<file path="config.mk">
export PLATFORM = sky130hd
export DESIGN_NAME = pattern_sweep_ctrl
export DESIGN_NICKNAME = d
export VERILOG_FILES = /design/src/rtl/pattern_sweep_ctrl.sv
export SDC_FILE = /design/constraint.sdc
export NUM_CORES = 1
export LEC_CHECK = 0
export CAP_MARGIN = 20
export CORE_UTILIZATION = 50
export DETAILED_ROUTE_END_ITERATION = 16
export GPL_ROUTABILITY_DRIVEN = 0
export PLACE_DENSITY = 0.74
export SYNTH_ARGS = -nofsm -noshare
export SYNTH_HDL_FRONTEND = slang
export SYNTH_SLANG_ARGS = --single-unit
</file>
<file path="constraint.sdc">
create_clock -name CK -period 2.22 [get_ports CK]
set_input_delay 0.444 -clock CK [delete_from_list [all_inputs] [get_ports CK]]
set_output_delay 0.444 -clock CK [all_outputs]
set_load 0.1 [all_outputs]
</file>
<file path="src/rtl/pattern_sweep_ctrl.sv">
// Exhaustive input-pattern sequencer: drives every pattern into a circuit-under-test,
// waits a settle time, samples the response and hands (pattern, response) records downstream.
module pattern_sweep_ctrl #(
    parameter int IN_W   = 2,
    parameter int OUT_W  = 1,
    parameter int SETTLE = 1,
    parameter int CNT_W  = 8
) (
    input  logic             CK,
    input  logic             reset,
    input  logic             start,
    input  logic             abort,
    output logic [IN_W-1:0]  dut_in,
    input  logic [OUT_W-1:0] dut_out,
    output logic             rec_valid,
    input  logic             rec_ready,
    output logic [IN_W-1:0]  rec_pattern,
    output logic [OUT_W-1:0] rec_response,
    output logic [IN_W:0]    resp_ones,
    output logic             busy,
    output logic             done
);

    typedef enum logic [1:0] {
        IDLE = 2'd0,
        WAIT = 2'd1,
        EMIT = 2'd2
    } state_e;

    localparam logic [IN_W-1:0]  LAST_PAT   = '1;
    localparam logic [CNT_W-1:0] SETTLE_CNT = CNT_W'(SETTLE);

    state_e             state_q, state_d;
    logic [IN_W-1:0]    dut_in_q, dut_in_d;
    logic [CNT_W-1:0]   cnt_q, cnt_d;
    logic [IN_W-1:0]    rec_pattern_q, rec_pattern_d;
    logic [OUT_W-1:0]   rec_response_q, rec_response_d;
    logic               rec_valid_q, rec_valid_d;
    logic [IN_W:0]      resp_ones_q, resp_ones_d;
    logic               busy_q, busy_d;
    logic               done_q, done_d;

    wire last_pat = (dut_in_q == LAST_PAT);

    // NOTE: state is updated only with non-blocking assignments so every register
    // samples the pre-edge values of the others, independent of statement order.
    always_ff @(posedge CK) begin
        if (reset) begin
            state_q        <= IDLE;
            dut_in_q       <= '0;
            cnt_q          <= '0;
            rec_pattern_q  <= '0;
            rec_response_q <= '0;
            rec_valid_q    <= 1'b0;
            resp_ones_q    <= '0;
            busy_q         <= 1'b0;
            done_q         <= 1'b0;
        end else begin
            state_q        <= state_d;
            dut_in_q       <= dut_in_d;
            cnt_q          <= cnt_d;
            rec_pattern_q  <= rec_pattern_d;
            rec_response_q <= rec_response_d;
            rec_valid_q    <= rec_valid_d;
            resp_ones_q    <= resp_ones_d;
            busy_q         <= busy_d;
            done_q         <= done_d;
        end
    end

    // NOTE: every always_comb output gets a hold default first, so no path can infer a latch.
    always_comb begin
        state_d = state_q;
        if (abort) begin
            state_d = IDLE;
        end else begin
            case (state_q)
                IDLE:    if (start) state_d = WAIT;
                WAIT:    if (cnt_q == '0) state_d = EMIT;
                EMIT:    if (rec_ready) state_d = last_pat ? IDLE : WAIT;
                default: state_d = IDLE;
            endcase
        end
    end

    always_comb begin
        dut_in_d       = dut_in_q;
        cnt_d          = cnt_q;
        rec_pattern_d  = rec_pattern_q;
        rec_response_d = rec_response_q;
        rec_valid_d    = rec_valid_q;
        resp_ones_d    = resp_ones_q;
        busy_d         = busy_q;
        done_d         = done_q;
        if (abort) begin
            // Cancel keeps done and the partial activity count for inspection.
            dut_in_d    = '0;
            rec_valid_d = 1'b0;
            busy_d      = 1'b0;
        end else begin
            case (state_q)
                IDLE: begin
                    if (start) begin
                        dut_in_d    = '0;
                        cnt_d       = SETTLE_CNT;
                        resp_ones_d = '0;
                        busy_d      = 1'b1;
                        done_d      = 1'b0;
                    end
                end
                WAIT: begin
                    if (cnt_q != '0) begin
                        cnt_d = cnt_q - CNT_W'(1);
                    end else begin
                        rec_pattern_d  = dut_in_q;
                        rec_response_d = dut_out;
                        rec_valid_d    = 1'b1;
                        if (dut_out != '0) resp_ones_d = resp_ones_q + (IN_W+1)'(1);
                    end
                end
                EMIT: begin
                    if (rec_ready) begin
                        rec_valid_d = 1'b0;
                        if (last_pat) begin
                            busy_d = 1'b0;
                            done_d = 1'b1;
                        end else begin
                            dut_in_d = dut_in_q + IN_W'(1);
                            cnt_d    = SETTLE_CNT;
                        end
                    end
                end
                default: ;
            endcase
        end
    end

    assign dut_in       = dut_in_q;
    assign rec_valid    = rec_valid_q;
    assign rec_pattern  = rec_pattern_q;
    assign rec_response = rec_response_q;
    assign resp_ones    = resp_ones_q;
    assign busy         = busy_q;
    assign done         = done_q;

endmodule

</file>
# Word level (Yosys, flattened, before mapping)
# Index checks and enable logic that the tools add are counted.
[op_classes] add_sub_neg=3 n_eq_ne=11 muxes=29 bitwise_logic=2 n_reduce_logical=16
[ops] cell="two-way mux 8 bit" n=4
[ops] cell="one-hot mux 8 bit (3 select lines)" n=1
[ops] cell="!= test 2 bit, second input constant" n=8
[ops] cell="two-way mux 2 bit" n=6
[ops] cell="AND reduction 5 bit" n=2
[ops] cell="two-way mux 1 bit" n=9
[ops] cell="two-way mux 3 bit" n=3
[ops] cell="AND reduction 3 bit" n=3
[ops] cell="zero test 8 bit" n=1
[ops] cell="AND reduction 4 bit" n=2
[ops] cell="nonzero test 8 bit" n=1
[ops] cell="subtractor 8 x 1 -> 8 bit, second input constant" n=1
[ops] cell="one-hot mux 1 bit (2 select lines)" n=3
[ops] cell="one-hot mux 2 bit (3 select lines)" n=1
[ops] cell="one-hot mux 3 bit (2 select lines)" n=1
[ops] cell="AND reduction 6 bit" n=1
[ops] cell="nonzero test 2 bit" n=3
[ops] cell="equality test 2 bit, second input constant" n=2
[ops] cell="one-hot mux 2 bit (2 select lines)" n=1
[ops] cell="adder 3 x 1 -> 3 bit, second input constant" n=1
[ops] cell="nonzero test 3 bit" n=1
[ops] cell="adder 2 x 1 -> 2 bit, second input constant" n=1
[ops] cell="equality test 2 x 1 -> 1 bit, second input constant" n=1
[ops] cell="zero test 2 bit" n=1
[ops] cell="2 further kinds" n=3
[word_totals] regBits=21 input_bits=6 out_inout_bits=11 wordCells=70

# Depth between registers and ports, before layout
# Gate-level depths: netlist of the first run.
[depth] word_depth=4 depth_mapped=6 ltp_nobuf=6

# Worst setup path after synthesis of the first run
# No wires, ideal clock.
[synth_path] path_type="reg-to-reg" from="reg dut_in_q[0] (netlist: dut_in[0])" to="reg cnt_q[5]" setup_ps=59 arrival_time_ps=2014 required_time_ps=2161 setup_slack_ps=147 stages_incl_launch_ff=6 path_buffers=0 synth_period_minus_slack_ps=2073 cell_sequence="dfxtp_1 -> ha_1 -> nand4bb_1 -> a21oi_1 -> a311oi_1 -> a41o_1"
[synth_via] elab_chain_len=3
[synth_rtl] element="start: declaration" line_no="34" rtl="logic [IN_W-1:0] dut_in_q, dut_in_d;"
[synth_rtl] element="start signal: assignment" line_no="60" rtl="dut_in_q <= dut_in_d;"
[synth_rtl] element="equality test 2 bit" line_no="43" rtl="wire last_pat = (dut_in_q == LAST_PAT);"
[synth_rtl] element="!= test 2 bit (no line)"
[synth_rtl] element="AND reduction 6 bit (no line)"
[synth_rtl] element="end signal: assignment" line_no="61" rtl="cnt_q <= cnt_d;"
[synth_rtl] element="end: declaration" line_no="35" rtl="logic [CNT_W-1:0] cnt_q, cnt_d;"
# Every way passes these cells.
# A chain may end at the register's enable or synchronous reset.

# Final worst setup path of the first run
[layout_path] from="reg cnt_q[0]" to="reg resp_ones_q[2] (netlist: resp_ones[2])"
[layout_via] elab_chain_len=3
[layout_rtl] element="nonzero test 8 bit" line_no="112" rtl="if (cnt_q != '0) begin"
[layout_rtl] element="!= test 2 bit (no line)"
[layout_rtl] element="AND reduction 5 bit (no line)"
[layout_rtl] element="end signal: assignment" line_no="65" rtl="resp_ones_q <= resp_ones_d;"
[layout_rtl] element="end: declaration" line_no="39" rtl="logic [IN_W:0] resp_ones_q, resp_ones_d;"
# Every way passes these cells.

==> run_results.csv, run 1 <==
group,metric,value,unit
pwr,switchingPower,0.229,mW
grt,grt_use_met3,2.73,%
pwr,vdd_drop_max,0.325,mV
cts,cts_hold_buffers,0,
layout,stdcell_count,184,
setup_path,cp_slowest_cell,"nor4b_4",
flow_run,drv_cap,0,
setup_path,r2r-end,"resp_ones[2]",
setup_path,cp_max_fo,5,
grt,grt_use_met1,28.1,%
logic_synthesis,synth_compound_area_share,26.3,%
pwr,sw_frac_of_total,30.8,%
cts,cts_buffers,3,
placement,port_buffers,16,
logic_synthesis,syn_area_per_cell,8.44,um2
routing,drc,0,
sta,finalHoldViolCount,0,
setup_path,r2r_cells,6,
setup_path,slowest_delay,0.45,ns
floorplanning,rows,17,
cts,clock_path_buffers,2,
pwr,p_leak,0.505,nW
sta,drv_slew,0,
sta,fin_skew,0.0141,ns
sta,fin_setup_tns,0,ns
routing,postRouteAntennaNets,0,
grt,grt_pass1_wl,4.37,mm
floorplanning,die-area,0.00253,mm2
grt,antenna_found_initial,0,
routing,wire_per_inst,14.9,um
setup_path,setup.worst_path.start_class,"flip-flop",
sta,slew_headroom,64.8,%
sta,fmax,0.526,GHz
logic_synthesis,yosys_register_bits,21,
pwr,finalPower,0.743,mW
cts,clockRootBuffer,"clkbuf_4",
routing,vias,1112,
hold_path,hold_class,"flip-flop to flip-flop",
cts,cts_tree,"yes",
logic_synthesis,ys.flop_type,"dfxtp_1",
logic_synthesis,synth-async-reset-ratio,0,%
outcome,status,"finished clean",
setup_path,timing.critical_path.buf_inv,1,
sta,tightest_slew,0.529,ns
routing,drt_first_pass_iters,4,
layout,nets,167,
placement,post_dp_cell_area,0.00134,mm2
setup_path,critPathArrivalTime,2.11,ns
setup_path,path_class,"flip-flop to flip-flop",
logic_synthesis,synth_xor_area_share,0,%
grt,grt_pass1_vias,995,
layout,layout_commonest_cell,"dfxtp_1",
pwr,comb_power_share,21.3,%
layout,nFillCells,215,
sta,setup_ws,0.319,ns
logic_synthesis,ys_seq_area_share,36.1,%
setup_path,path_delay_family,"compound AO/OA/AOI/OAI gates",
layout,area_growth_syn_to_layout,17.0,%
grt,busiest_layer,"met2",
pwr,internal_power,0.514,mW
cts,clock_sinks,21,
pwr,seq_power_share,53.3,%
logic_synthesis,synth_edf_count,0,
hold_path,holdPathStages,2,
logic_synthesis,yosys.area_share.adder,4.30,%
sta,period_needed,1.90,ns
cts,cts_max_level,1,
cts,post-cts-setup-buffer-count,0,
routing,drt_iter0_drc,31,
layout,finalInstanceArea,0.00136,mm2
pwr,powerDensity,545,mW/mm2
layout,final_core_util,61.6,%
logic_synthesis,netlist_area,0.00116,mm2
setup_path,path_cells,"inv_1, ha_1, nor4b_4, a31oi_1, o311ai_0, o21ai_1",
logic_synthesis,synth_nets,148,
setup_path,rrSetupSlack,0.32,ns
placement,dp_slack,0.247,ns
routing,vias_per_cell,6.04,
cts,path_clk_slew,0.12,ns
grt,grtUsageMet2,38.9,%
floorplanning,dieWidth,50.3,um
logic_synthesis,ys_warn_count,0,
grt,overflow,0,
floorplanning,core_area,0.00221,mm2
setup_path,cp-end-kind,"flip-flop",
setup_path,crit_required,2.43,ns
hold_path,holdPathEnd,"rec_pattern[1]",
grt,grt_usage,22.6,%
floorplanning,initial_utilization,52.7,%
logic_synthesis,synth.distinct_cells,42,
layout,diodes,0,
placement,hpwl,2.03,mm
hold_path,worstHoldStart,"rec_pattern[1]",
layout,layout_common_cells,"dfxtp_1 (21), nor2_1 (15), buf_4 (15), nand2_1 (11), a21oi_1 (11)",
sta,setup_viol_count_final,0,
routing,wirelength,2.73,mm
cts,cts.repair.resized,0,
floorplanning,die_y,50.3,um
grt,grt_max_degree,15,
floorplanning,num_io_pins,17,
logic_synthesis,synth-simple-area-share,27.7,%
layout,drive_gt1_share,16.0,%
logic_synthesis,syn_inst,138,
pwr,power_frac_clock,25.4,%
logic_synthesis,muxShareOfSynthArea,1.72,%
logic_synthesis,synth_top_family_by_area,"simple AND/OR/NAND/NOR gates",
sta,finalCritPeriodShare,85.6,%
sta,rsz0062_at_grt,"no",
placement,dp_cells,180,
setup_path,r2r_start,"cnt_q[0]",
sta,holdWs,0.487,ns
cts,clk_latency,0.31,ns
## power by group through the flow
stage	Sequential [mW]	Clock, mW	Combinational, mW
after floorplan	0.420	0	0.0967
after global placement	0.404	0	0.153
after detailed placement	0.405	0	0.155
after CTS	0.396	0.193	0.156
after global routing	0.398	0.206	0.169
final	0.396	0.188	0.158
## Yosys cell counts, types with 4 or more instances
cell type / count / share of area (%)
dfxtp_1: 21 / 36
nor2_1: 15 / 4.8
a21oi_1: 11 / 4.7
nand2_1: 11 / 3.5
o21ai_0: 8 / 3.4
nor3_1: 6 / 2.6
a311oi_1: 5 / 3.8
inv_1: 5 / 1.6
a31oi_1: 4 / 2.1
ha_1: 4 / 4.3
## worst register-to-register path, stage by stage, from the launching register on
cell	delay [ns]
dfxtp_1	0.36
inv_1	0.10
ha_1	0.18
nor4b_4	0.45
a31oi_1	0.24
o311ai_0	0.36
o21ai_1	0.10
## cell families after synthesis
logic type,after synthesis
and+or+nand+nor,55
adders and majority gates,4
buffers and inverters,11
AOI/OAI and AO/OA,45
muxes,2
DFF,21
## metal layers
metal  part of all wire (%)  up-vias
met2                     49       34
met5                      0        -
met1                     47      518
li1                       -      555
met4                    1.3        0
met3                    3.5        5
## how the worst max path moves through the flow
| stage | start | end | slack (ns) | cells past startpoint |
|---|---|---|---|---|
| after global placement | start | resp_ones[2] | 0.28 | 5 |
| after detailed placement | start | resp_ones[2] | 0.25 | 5 |
| final | cnt_q[0] | resp_ones[2] | 0.32 | 6 |
| after floorplan | dut_in[0] | cnt_q[5] | 0.15 | 5 |
| after CTS | cnt_q[0] | resp_ones[2] | 0.33 | 6 |
| after global routing | cnt_q[0] | resp_ones[2] | 0.19 | 6 |
## layout make-up
type / count / area [um2] / share of cell area (%)
Inverter: 5 / 18.8 / 1.38
Sequential cell: 21 / 420 / 30.9
Tap cell: 28 / 35.0 / 2.57
Timing Repair Buffer: 20 / 163 / 11.9
Multi-Input combinational cell: 106 / 699 / 51.3
Clock buffer: 4 / 26.3 / 1.93
## state kept, by name, summed over array words and instances (netlist names)
| register | cells |
|---|---|
| busy | 1 |
| cnt_q | 8 |
| done | 1 |
| dut_in | 2 |
| rec_pattern | 2 |
| rec_response | 1 |
| rec_valid | 1 |
| resp_ones | 3 |
| state_q | 2 |
Power figures use the tool's default switching activity.
==> run 2: changes to the inputs <==
--- a/config.mk
+++ b/config.mk
@@ -11,3 +11,3 @@
 export GPL_ROUTABILITY_DRIVEN = 0
-export PLACE_DENSITY = 0.74
+export PLACE_DENSITY_LB_ADDON = 0.15
 export SYNTH_ARGS = -nofsm -noshare
==> constraint.sdc (replaced) <==
create_clock -name CK -period 2.22 [get_ports CK]
set_input_delay 0.333 -clock CK [delete_from_list [all_inputs] [get_ports CK]]
set_output_delay 0.333 -clock CK [all_outputs]
set_load 0.1 [all_outputs]
==> run 2 against run 1 <==
  * Critical path depth unchanged
  * Count of clock-buffer cells in the layout unchanged
  * Highest routed layer unchanged
  * Utilization unchanged
  * Sequential share of layout area unchanged
  * Cell area unchanged
  * Combinational power decreased by 3%
  * Worst hold slack got worse by 0.0049 ns
  * Clock skew increased by 0.0028 ns
  * Critical endpoint is now cnt_q[5]
==> run_results.csv, run 2 (synthesis results as in run 1) <==
group,metric,value,unit
outcome,status,"finished clean",
sta,slew_headroom,65.3,%
routing,drt_iter0_drc,28,
cts,clockRootBuffer,"clkbuf_4",
sta,drv_slew,0,
routing,drc,0,
pwr,p_leak,0.504,nW
floorplanning,die-area,0.00253,mm2
sta,rsz0062_at_grt,"no",
cts,clock_sinks,21,
layout,layout_common_cells,"dfxtp_1 (21), nor2_1 (15), buf_4 (15), nand2_1 (11), a21oi_1 (11)",
setup_path,cp-end-kind,"flip-flop",
routing,drt_first_pass_iters,4,
sta,holdWs,0.482,ns
layout,layout_commonest_cell,"dfxtp_1",
routing,wire_per_inst,14.9,um
cts,post-cts-setup-buffer-count,0,
cts,clock_path_buffers,2,
grt,grt_usage,24.2,%
floorplanning,initial_utilization,52.7,%
layout,top_register,"cnt_q",
placement,port_buffers,16,
layout,diodes,0,
setup_path,slowest_delay,0.39,ns
grt,grt_max_degree,16,
pwr,vdd_drop_max,0.477,mV
setup_path,rrSetupSlack,0.40,ns
setup_path,path_class,"flip-flop to flip-flop",
pwr,powerDensity,545,mW/mm2
setup_path,crit_path_start,"cnt_q[0]",
cts,clk_latency,0.32,ns
sta,setup_viol_count_final,0,
layout,area_growth_syn_to_layout,17.0,%
setup_path,path_cells,"inv_1, ha_1, nor4b_4, nand3_1, a311oi_1, a41o_1",
setup_path,critPathArrivalTime,2.09,ns
sta,finalCritPeriodShare,82.2,%
layout,largest_reg_flops,8,
floorplanning,rows,17,
setup_path,r2r-end,"cnt_q[5]",
setup_path,cp_slowest_cell,"nor4b_4",
placement,dp_cells,180,
floorplanning,die_y,50.3,um
placement,hpwl,2.06,mm
sta,fin_skew,0.0169,ns
sta,tightest_slew,0.521,ns
setup_path,crit_required,2.49,ns
routing,wirelength,2.74,mm
routing,postRouteAntennaNets,0,
sta,period_needed,1.82,ns
routing,vias_per_cell,6.20,
setup_path,r2r_cells,6,
setup_path,r2r_start,"cnt_q[0]",
grt,antenna_found_initial,0,
layout,stdcell_count,184,
layout,drive_gt1_share,16.0,%
cts,path_clk_slew,0.13,ns
cts,cts_tree,"yes",
floorplanning,dieWidth,50.3,um
floorplanning,core_area,0.00221,mm2
flow_run,drv_cap,0,
layout,nets,167,
setup_path,endpoint,"cnt_q[5]",
setup_path,setup.worst_path.start_class,"flip-flop",
layout,final_core_util,61.6,%
cts,cts_max_level,1,
hold_path,hold_class,"flip-flop to flip-flop",
sta,finalHoldViolCount,0,
cts,cts_buffers,3,
cts,cts.repair.resized,0,
sta,fmax,0.548,GHz
routing,vias,1140,
cts,cts_hold_buffers,0,
grt,grt_pass1_vias,1041,
grt,grt_pass1_wl,4.53,mm
floorplanning,num_io_pins,17,
sta,fin_setup_tns,0,ns
setup_path,cp_max_fo,6,
grt,overflow,0,
[run 2: cell counts in the layout (fill, tap and decap cells not counted)]
Identical to the previous run, type by type.
[run 2: power by group]
part / total [mW] / internal [mW] / switching (mW)
combinational: 0.153 / 0.0581 / 0.0954
sequential: 0.399 / 0.386 / 0.0135
clock: 0.189 / 0.0703 / 0.119
total: 0.742 / 0.514 / 0.228
[run 2: critical path, delay by kind of cell, from the launching register on]
family                   cells  cell delay, ns
adder cells (fa/ha/maj)      1            0.17
AO/OA/AOI/OAI                2            0.46
AND/OR/NAND/NOR              2            0.70
buffers and inverters        1            0.11
flip-flops                   1            0.35
[run 2: layout make-up]
type | count | area (um2)
fillers | 213 | 850
multi-input cells | 106 | 699
flip-flops and latches | 21 | 420
repair buffers | 20 | 163
well taps | 28 | 35.0
clock buffers | 4 | 26.3
inverters | 5 | 18.8
[run 2: through the flow]
stage	setup WS [ns]	power [mW]	instance area (um2)
final	0.396	0.742	1360
after global routing	0.278	0.777	1360
after CTS	0.364	0.744	1360
after detailed placement	0.317	0.560	1340
after global placement	0.360	0.558	1340
after floorplan	0.147	0.516	1160
[run 2: layer usage]
metal	vias up	GRT usage [%]	wire length, um
li1	553	-	-
met1	541	29.6	1150
met2	39	39.8	1350
met3	7	3.33	172
met4	0	14.3	68
met5	-	0	0
[run 2: worst min-delay path by stage]
stage,from,endpoint,depth (start not counted)
2_1_floorplan,start,done,1
3_3_place_gp,rec_valid,rec_valid,2
3_5_place_dp,rec_valid,rec_valid,2
4_1_cts,rec_valid,rec_valid,2
5_1_grt,rec_valid,rec_valid,2
6_report,rec_valid,rec_valid,2
